<file path="src/rtl/pipe_hazard_ctrl_if.sv">
// Hazard-control bundle between the pipeline datapath and pipe_hazard_ctrl.
// The slave side is the controller; the master side is the pipeline, or a bench standing in for it.
interface pipe_hazard_ctrl_if;
    logic       ID_EX_MemRead;
    logic [4:0] ID_EX_rt;
    logic [4:0] IF_ID_rs;
    logic [4:0] IF_ID_rt;
    logic       id_uses_rt;
    logic       id_uses_hilo;
    logic       branch_taken;
    logic       mdu_start;
    logic       mem_busy;
    logic [1:0] EX_MEM_ExcCode;
    logic       eret_id;

    logic       PC_Stall;
    logic       IF_ID_Stall;
    logic       ID_EX_Stall;
    logic       EX_MEM_Stall;
    logic       IF_ID_Flush;
    logic       ID_EX_Flush;
    logic       EX_MEM_Flush;
    logic       MEM_WB_Flush;
    logic [1:0] PC_Sel;
    logic       EPC_we;
    logic [1:0] exc_cause;
    logic       in_handler;
    logic       mdu_busy;

    modport master (
        output ID_EX_MemRead, ID_EX_rt, IF_ID_rs, IF_ID_rt, id_uses_rt, id_uses_hilo,
               branch_taken, mdu_start, mem_busy, EX_MEM_ExcCode, eret_id,
        input  PC_Stall, IF_ID_Stall, ID_EX_Stall, EX_MEM_Stall, IF_ID_Flush, ID_EX_Flush,
               EX_MEM_Flush, MEM_WB_Flush, PC_Sel, EPC_we, exc_cause, in_handler, mdu_busy
    );

    modport slave (
        input  ID_EX_MemRead, ID_EX_rt, IF_ID_rs, IF_ID_rt, id_uses_rt, id_uses_hilo,
               branch_taken, mdu_start, mem_busy, EX_MEM_ExcCode, eret_id,
        output PC_Stall, IF_ID_Stall, ID_EX_Stall, EX_MEM_Stall, IF_ID_Flush, ID_EX_Flush,
               EX_MEM_Flush, MEM_WB_Flush, PC_Sel, EPC_we, exc_cause, in_handler, mdu_busy
    );
endinterface

</file>
<file path="src/rtl/pipe_hazard_ctrl.sv">
// Stall/flush sequencer for the 5-stage pipeline: freeze, exception/ERET, HI/LO, load-use, branch.
//   state   | meaning
//   RUN     | normal execution, exceptions accepted
//   HANDLER | inside exception handler, further exceptions ignored until ERET
module pipe_hazard_ctrl #(
    parameter int         MDU_LATENCY    = 32,
    parameter logic [1:0] EXC_VECTOR_SEL = 2'b10
) (
    input logic              clk,
    input logic              reset,
    pipe_hazard_ctrl_if.slave hz
);
    localparam int CW = $clog2(MDU_LATENCY + 1);
    localparam logic [1:0] SEL_PC4    = 2'b00;
    localparam logic [1:0] SEL_BRANCH = 2'b01;
    localparam logic [1:0] SEL_EPC    = 2'b11;

    typedef enum logic {RUN = 1'b0, HANDLER = 1'b1} state_t;

    state_t        state, state_nx;
    logic [CW-1:0] mdu_cnt;
    logic [1:0]    cause;
    logic          exc_take;
    logic          load_use;
    logic          hilo_hit;

    assign load_use = hz.ID_EX_MemRead && (hz.ID_EX_rt != 5'd0) &&
                      ((hz.ID_EX_rt == hz.IF_ID_rs) ||
                       (hz.id_uses_rt && (hz.ID_EX_rt == hz.IF_ID_rt)));
    assign hilo_hit = (mdu_cnt != '0) && hz.id_uses_hilo;

    always_ff @(posedge clk or posedge reset) begin
        if (reset) begin
            state   <= RUN;
            mdu_cnt <= '0;
            cause   <= 2'b00;
        end else begin
            state <= state_nx;
            if (exc_take)
                cause <= hz.EX_MEM_ExcCode;
            // The MDU keeps counting through freezes and flushes; only a fresh start reloads it.
            if (hz.mdu_start && !hz.mem_busy)
                mdu_cnt <= CW'(MDU_LATENCY);
            else if (mdu_cnt != '0)
                mdu_cnt <= mdu_cnt - CW'(1);
        end
    end

    always_comb begin
        state_nx        = state;
        exc_take        = 1'b0;
        hz.PC_Stall     = 1'b0;
        hz.IF_ID_Stall  = 1'b0;
        hz.ID_EX_Stall  = 1'b0;
        hz.EX_MEM_Stall = 1'b0;
        hz.IF_ID_Flush  = 1'b0;
        hz.ID_EX_Flush  = 1'b0;
        hz.EX_MEM_Flush = 1'b0;
        hz.MEM_WB_Flush = 1'b0;
        hz.PC_Sel       = SEL_PC4;
        hz.EPC_we       = 1'b0;

        if (hz.mem_busy) begin
            hz.PC_Stall     = 1'b1;
            hz.IF_ID_Stall  = 1'b1;
            hz.ID_EX_Stall  = 1'b1;
            hz.EX_MEM_Stall = 1'b1;
            hz.MEM_WB_Flush = 1'b1;
        end else if (state == RUN && hz.EX_MEM_ExcCode != 2'b00) begin
            exc_take        = 1'b1;
            hz.IF_ID_Flush  = 1'b1;
            hz.ID_EX_Flush  = 1'b1;
            hz.EX_MEM_Flush = 1'b1;
            hz.EPC_we       = 1'b1;
            hz.PC_Sel       = EXC_VECTOR_SEL;
            state_nx        = HANDLER;
        end else if (state == HANDLER && hz.eret_id) begin
            hz.PC_Sel      = SEL_EPC;
            hz.IF_ID_Flush = 1'b1;
            state_nx       = RUN;
        end else if (hilo_hit || load_use) begin
            // Branch in ID is held and re-resolved once the bubble clears.
            hz.PC_Stall    = 1'b1;
            hz.IF_ID_Stall = 1'b1;
            hz.ID_EX_Flush = 1'b1;
        end else if (hz.branch_taken) begin
            hz.PC_Sel      = SEL_BRANCH;
            hz.IF_ID_Flush = 1'b1;
        end
    end

    assign hz.exc_cause  = cause;
    assign hz.in_handler = (state == HANDLER);
    assign hz.mdu_busy   = (mdu_cnt != '0);
endmodule

</file>
<file path="src/flat_wrapper.sv">
// flat-port wrapper written by rule: the top's interface ports become plain ports
module pipe_hazard_ctrl_flat 
#(
    parameter int         MDU_LATENCY    = 32,
    parameter logic [1:0] EXC_VECTOR_SEL = 2'b10
)
  (clk, reset, hz_ID_EX_MemRead, hz_ID_EX_rt, hz_IF_ID_rs, hz_IF_ID_rt, hz_id_uses_rt, hz_id_uses_hilo, hz_branch_taken, hz_mdu_start, hz_mem_busy, hz_EX_MEM_ExcCode, hz_eret_id, hz_PC_Stall, hz_IF_ID_Stall, hz_ID_EX_Stall, hz_EX_MEM_Stall, hz_IF_ID_Flush, hz_ID_EX_Flush, hz_EX_MEM_Flush, hz_MEM_WB_Flush, hz_PC_Sel, hz_EPC_we, hz_exc_cause, hz_in_handler, hz_mdu_busy);
  pipe_hazard_ctrl_if hz_i ();
  input logic clk;
  input logic reset;
  input wire logic [$bits(hz_i.ID_EX_MemRead)-1:0] hz_ID_EX_MemRead;
  input wire logic [$bits(hz_i.ID_EX_rt)-1:0] hz_ID_EX_rt;
  input wire logic [$bits(hz_i.IF_ID_rs)-1:0] hz_IF_ID_rs;
  input wire logic [$bits(hz_i.IF_ID_rt)-1:0] hz_IF_ID_rt;
  input wire logic [$bits(hz_i.id_uses_rt)-1:0] hz_id_uses_rt;
  input wire logic [$bits(hz_i.id_uses_hilo)-1:0] hz_id_uses_hilo;
  input wire logic [$bits(hz_i.branch_taken)-1:0] hz_branch_taken;
  input wire logic [$bits(hz_i.mdu_start)-1:0] hz_mdu_start;
  input wire logic [$bits(hz_i.mem_busy)-1:0] hz_mem_busy;
  input wire logic [$bits(hz_i.EX_MEM_ExcCode)-1:0] hz_EX_MEM_ExcCode;
  input wire logic [$bits(hz_i.eret_id)-1:0] hz_eret_id;
  output wire logic [$bits(hz_i.PC_Stall)-1:0] hz_PC_Stall;
  output wire logic [$bits(hz_i.IF_ID_Stall)-1:0] hz_IF_ID_Stall;
  output wire logic [$bits(hz_i.ID_EX_Stall)-1:0] hz_ID_EX_Stall;
  output wire logic [$bits(hz_i.EX_MEM_Stall)-1:0] hz_EX_MEM_Stall;
  output wire logic [$bits(hz_i.IF_ID_Flush)-1:0] hz_IF_ID_Flush;
  output wire logic [$bits(hz_i.ID_EX_Flush)-1:0] hz_ID_EX_Flush;
  output wire logic [$bits(hz_i.EX_MEM_Flush)-1:0] hz_EX_MEM_Flush;
  output wire logic [$bits(hz_i.MEM_WB_Flush)-1:0] hz_MEM_WB_Flush;
  output wire logic [$bits(hz_i.PC_Sel)-1:0] hz_PC_Sel;
  output wire logic [$bits(hz_i.EPC_we)-1:0] hz_EPC_we;
  output wire logic [$bits(hz_i.exc_cause)-1:0] hz_exc_cause;
  output wire logic [$bits(hz_i.in_handler)-1:0] hz_in_handler;
  output wire logic [$bits(hz_i.mdu_busy)-1:0] hz_mdu_busy;
  assign hz_i.ID_EX_MemRead = hz_ID_EX_MemRead;
  assign hz_i.ID_EX_rt = hz_ID_EX_rt;
  assign hz_i.IF_ID_rs = hz_IF_ID_rs;
  assign hz_i.IF_ID_rt = hz_IF_ID_rt;
  assign hz_i.id_uses_rt = hz_id_uses_rt;
  assign hz_i.id_uses_hilo = hz_id_uses_hilo;
  assign hz_i.branch_taken = hz_branch_taken;
  assign hz_i.mdu_start = hz_mdu_start;
  assign hz_i.mem_busy = hz_mem_busy;
  assign hz_i.EX_MEM_ExcCode = hz_EX_MEM_ExcCode;
  assign hz_i.eret_id = hz_eret_id;
  assign hz_PC_Stall = hz_i.PC_Stall;
  assign hz_IF_ID_Stall = hz_i.IF_ID_Stall;
  assign hz_ID_EX_Stall = hz_i.ID_EX_Stall;
  assign hz_EX_MEM_Stall = hz_i.EX_MEM_Stall;
  assign hz_IF_ID_Flush = hz_i.IF_ID_Flush;
  assign hz_ID_EX_Flush = hz_i.ID_EX_Flush;
  assign hz_EX_MEM_Flush = hz_i.EX_MEM_Flush;
  assign hz_MEM_WB_Flush = hz_i.MEM_WB_Flush;
  assign hz_PC_Sel = hz_i.PC_Sel;
  assign hz_EPC_we = hz_i.EPC_we;
  assign hz_exc_cause = hz_i.exc_cause;
  assign hz_in_handler = hz_i.in_handler;
  assign hz_mdu_busy = hz_i.mdu_busy;
  pipe_hazard_ctrl #(.MDU_LATENCY(MDU_LATENCY), .EXC_VECTOR_SEL(EXC_VECTOR_SEL)) u_core (.clk(clk), .reset(reset), .hz(hz_i));
endmodule
</file>
<file path="config.mk">
export PLATFORM = sky130hd
export DESIGN_NAME = pipe_hazard_ctrl_flat
export DESIGN_NICKNAME = d
export VERILOG_FILES = /design/src/rtl/pipe_hazard_ctrl_if.sv /design/src/rtl/pipe_hazard_ctrl.sv /design/src/flat_wrapper.sv
export SDC_FILE = /design/constraint.sdc
export NUM_CORES = 1
export LEC_CHECK = 0
export ABC_AREA = 1
export CELL_PAD_IN_SITES_DETAIL_PLACEMENT = 1
export CELL_PAD_IN_SITES_GLOBAL_PLACEMENT = 1
export CORE_MARGIN = 2
export CORE_UTILIZATION = 23
export CTS_CLUSTER_DIAMETER = 50
export CTS_CLUSTER_SIZE = 10
export DETAILED_ROUTE_END_ITERATION = 12
export PLACE_DENSITY = 0.82
export REMOVE_ABC_BUFFERS = 1
export SETUP_SLACK_MARGIN = 0.2
export SLEW_MARGIN = 20
export SYNTH_ARGS = -nofsm -noshare
export SYNTH_HDL_FRONTEND = slang
export SYNTH_SLANG_ARGS = --single-unit
</file>
<file path="constraint.sdc">
create_clock -name clk -period 1.6 [get_ports clk]
set_input_delay 0.32 -clock clk [delete_from_list [all_inputs] [get_ports clk]]
set_output_delay 0.32 -clock clk [all_outputs]
set_load 0.03 [all_outputs]
</file>
==> flow_metrics.env <==
export IMPL_grt_setup_unrepaired="yes"
export IMPL_htree_levels=1
export IMPL_yosysTopAreaCellShare=0.285
export IMPL_layout_common_cells="nand2_1 (35), buf_4 (20), inv_1 (15), buf_6 (14), inv_2 (11)"
export IMPL_synthToLayoutAreaGrowth_pct=88.8
export IMPL_grt_max_degree=10
export IMPL_syn_inst=124
export IMPL_leakagePower_nw=0.801
export IMPL_clk_pin_slew_ns=0.07
export IMPL_arrival_ns=1.53
export IMPL_initial_utilization=0.239
export IMPL_cts_hold_buf=0
export IMPL_slew_viol_final=0
export IMPL_place_area_sq_um=1260
export IMPL_num_antenna_cells=0
export IMPL_yosysUniqueCellTypes=24
export IMPL_wire_per_inst_um=13.6
export IMPL_antenna_left=0
export IMPL_nets=214
export IMPL_regArea_sq_um=226
export IMPL_fin_crit_sh=1.15
export IMPL_vdd_drop_max_mv=0.665
export IMPL_final_common_cell="nand2_1"
export IMPL_die_area_sq_um=3920
export IMPL_antenna_found_initial=0
export IMPL_cts_tree="done"
export IMPL_critPathMaxStageDelay_ns=0.38
export IMPL_port_buffers=40
export IMPL_groute_usage_overall=0.155
export IMPL_yosys_warnings=0
export IMPL_hold_class="input pin to asynchronous set/reset pin"
export IMPL_status="finished, violations left"
export IMPL_dp_hpwl_um=2090
export IMPL_firstDrtPassIters=4
export IMPL_grt_pass1_vias=1110
export IMPL_crit_required_ns=1.28
export IMPL_netlist_area_sq_um=791
export IMPL_period_needed_ns=1.85
export IMPL_multi_input_area_sq_um=536
export IMPL_synth_avg_cell_area_sq_um=6.38
export IMPL_power_density_nw_per_um2=1370
export IMPL_core_area_sq_um=3310
export IMPL_fin_ws_ns=-0.247
export IMPL_fmax_mhz=541
export IMPL_path_delay_family="simple AND/OR/NAND/NOR gates"
export IMPL_dp_cells=216
export IMPL_crit_slowest_cell="dfrtp_1"
export IMPL_grt_pass1_wl_um=4770
export IMPL_hold_viol_final=0
export IMPL_drtIter0Drc=11
export IMPL_yosysTopAreaCell="dfrtp_1"
export IMPL_fin_util=0.451
export IMPL_cts_made_buffers=3
export IMPL_worstSetupPathType="flip-flop to output pin"
export IMPL_synth_area_leaders="dfrtp_1 (28%), nand2_1 (19%), inv_1 (11%)"
export IMPL_rows=21
export IMPL_wl_um=3150
export IMPL_clock_sinks=9
export IMPL_drc=0
export IMPL_dieWidth_um=62.6
export IMPL_failed_checks="negative setup slack"
export IMPL_totalPowerFinal_mw=2.04
export IMPL_reg2reg_depth=7
export IMPL_path_depth=9
export IMPL_ys_ff_latch=9
export IMPL_routabilityCongestion=0.689
export IMPL_yosysSeqAreaShare=0.285
export IMPL_end_kind="output pin"
export IMPL_path_max_fanout=3
export IMPL_grt_overflow=0
export IMPL_cts_buffer_depth=2
export IMPL_vias_per_cell=4.27
export IMPL_via_count=986
export IMPL_worstMarginPinSlew_ns=0.375
export IMPL_clock_skew_ns=0.00575
export IMPL_die_height_um=62.6
export IMPL_path_buf_inv=2
export IMPL_path_cells="or2_1, inv_2, nand3_4, nand2_2, nand2_2, nand2_4, nand2_4, nor2_4, buf_6"
export IMPL_clk_latency_ns=0.28
export IMPL_cts_root_buf="clkbuf_4"
export IMPL_ioPinCount=41
export IMPL_fin_area_sq_um=1490
export IMPL_finalSetupViolations=9
export IMPL_drive_gt1_frac=0.470
export IMPL_critPathLaunchType="flip-flop"
export IMPL_relSlewSlack=0.750
export IMPL_finalNonFillerCells=231
export IMPL_cap_violations=0
export IMPL_n_fill_cell=425
## cell type report
cell class                      count  area share
Inverter                           27      0.0696
Timing Repair Buffer               62       0.364
Clock buffer                        4      0.0176
Sequential cell                     9       0.152
Multi-Input combinational cell     83       0.359
Tap cell                           46      0.0386
## path summary, 6_finish.rpt
| check | start | end | slack [ns] |
|---|---|---|---|
| min reg2reg | u_core.hz.exc_cause[1]$_DFFE_PP0P_ | u_core.hz.exc_cause[1]$_DFFE_PP0P_ | 0.52 |
| min in group clk | hz_EX_MEM_ExcCode[0] | u_core.hz.exc_cause[0]$_DFFE_PP0P_ | 0.47 |
| max in group asynchronous | reset | u_core.hz.in_handler$_DFFE_PP0P_ | 0.99 |
| max reg2reg | u_core.mdu_cnt[2]$_DFFE_PP0P_ | u_core.mdu_cnt[5]$_DFFE_PP0P_ | 0.15 |
| max | u_core.mdu_cnt[2]$_DFFE_PP0P_ | hz_PC_Sel[0] | -0.25 |
| min | reset | u_core.mdu_cnt[3]$_DFFE_PP0P_ | 0.31 |
## state kept, by name, indices dropped and copies added (netlist names)
signal and cells:
u_core.mdu_cnt 6, u_core.hz.in_handler 1, u_core.hz.exc_cause 2
## cells in the mapped netlist
library cell and instances:
inv_2 3, nand2_4 1, nor2_2 2, a31o_2 1
or2_1 1, nand4_1 1, o21ai_2 1, nor2_1 10
ha_1 2, xnor2_1 1, buf_4 5, nand2_1 40
nor3_1 2, inv_1 24, or2_2 1, o21ai_0 4
nand3_1 3, xor2_1 3, o21ai_1 2, dfrtp_1 9
nand3_4 1, a21oi_2 2, nand2_2 3, a21oi_1 2
## logic make-up after synthesis
family / after synthesis / share of synthesized area
simple gates: 65 / 0.369
buf+inv: 32 / 0.176
compound gates: 12 / 0.0949
flops: 9 / 0.285
xor+xnor: 4 / 0.0443
fa+ha+maj: 2 / 0.0316
## stage by stage
step	hold slack, ns	setup slack, ns	setup TNS [ns]
after floorplan	0.148	-0.456	-1.41
after global placement	0.476	-0.486	-2.80
after detailed placement	0.490	-0.556	-3.19
after CTS	0.318	-0.255	-1.42
after global routing	0.325	-0.327	-2.21
final	0.315	-0.247	-1.50
## where the power goes
part | total [mW] | leakage, nW | internal (mW) | switching [mW]
clock network | 0.194 | 0.0150 | 0.0969 | 0.0973
registers | 0.427 | 0.108 | 0.335 | 0.0928
logic | 1.42 | 0.678 | 0.671 | 0.748
## metal layers
metal,GRT usage,up-vias,wire [um],share of wire
met1,0.157,465,1110,0.35
met2,0.305,29,1840,0.59
li1,-,486,-,-
met4,0.0722,0,51,0.016
met3,0.0234,6,141,0.045
met5,0,-,0,0
## repair_timing
action | 4_1_cts | 5_1_grt
pin swaps | 21 | 15
resized for setup | 78 | 27
buffers inserted | 6 | 5
setup endpoints to repair | 15 | 14
Note: power is estimated with default switching activity, not from simulation.
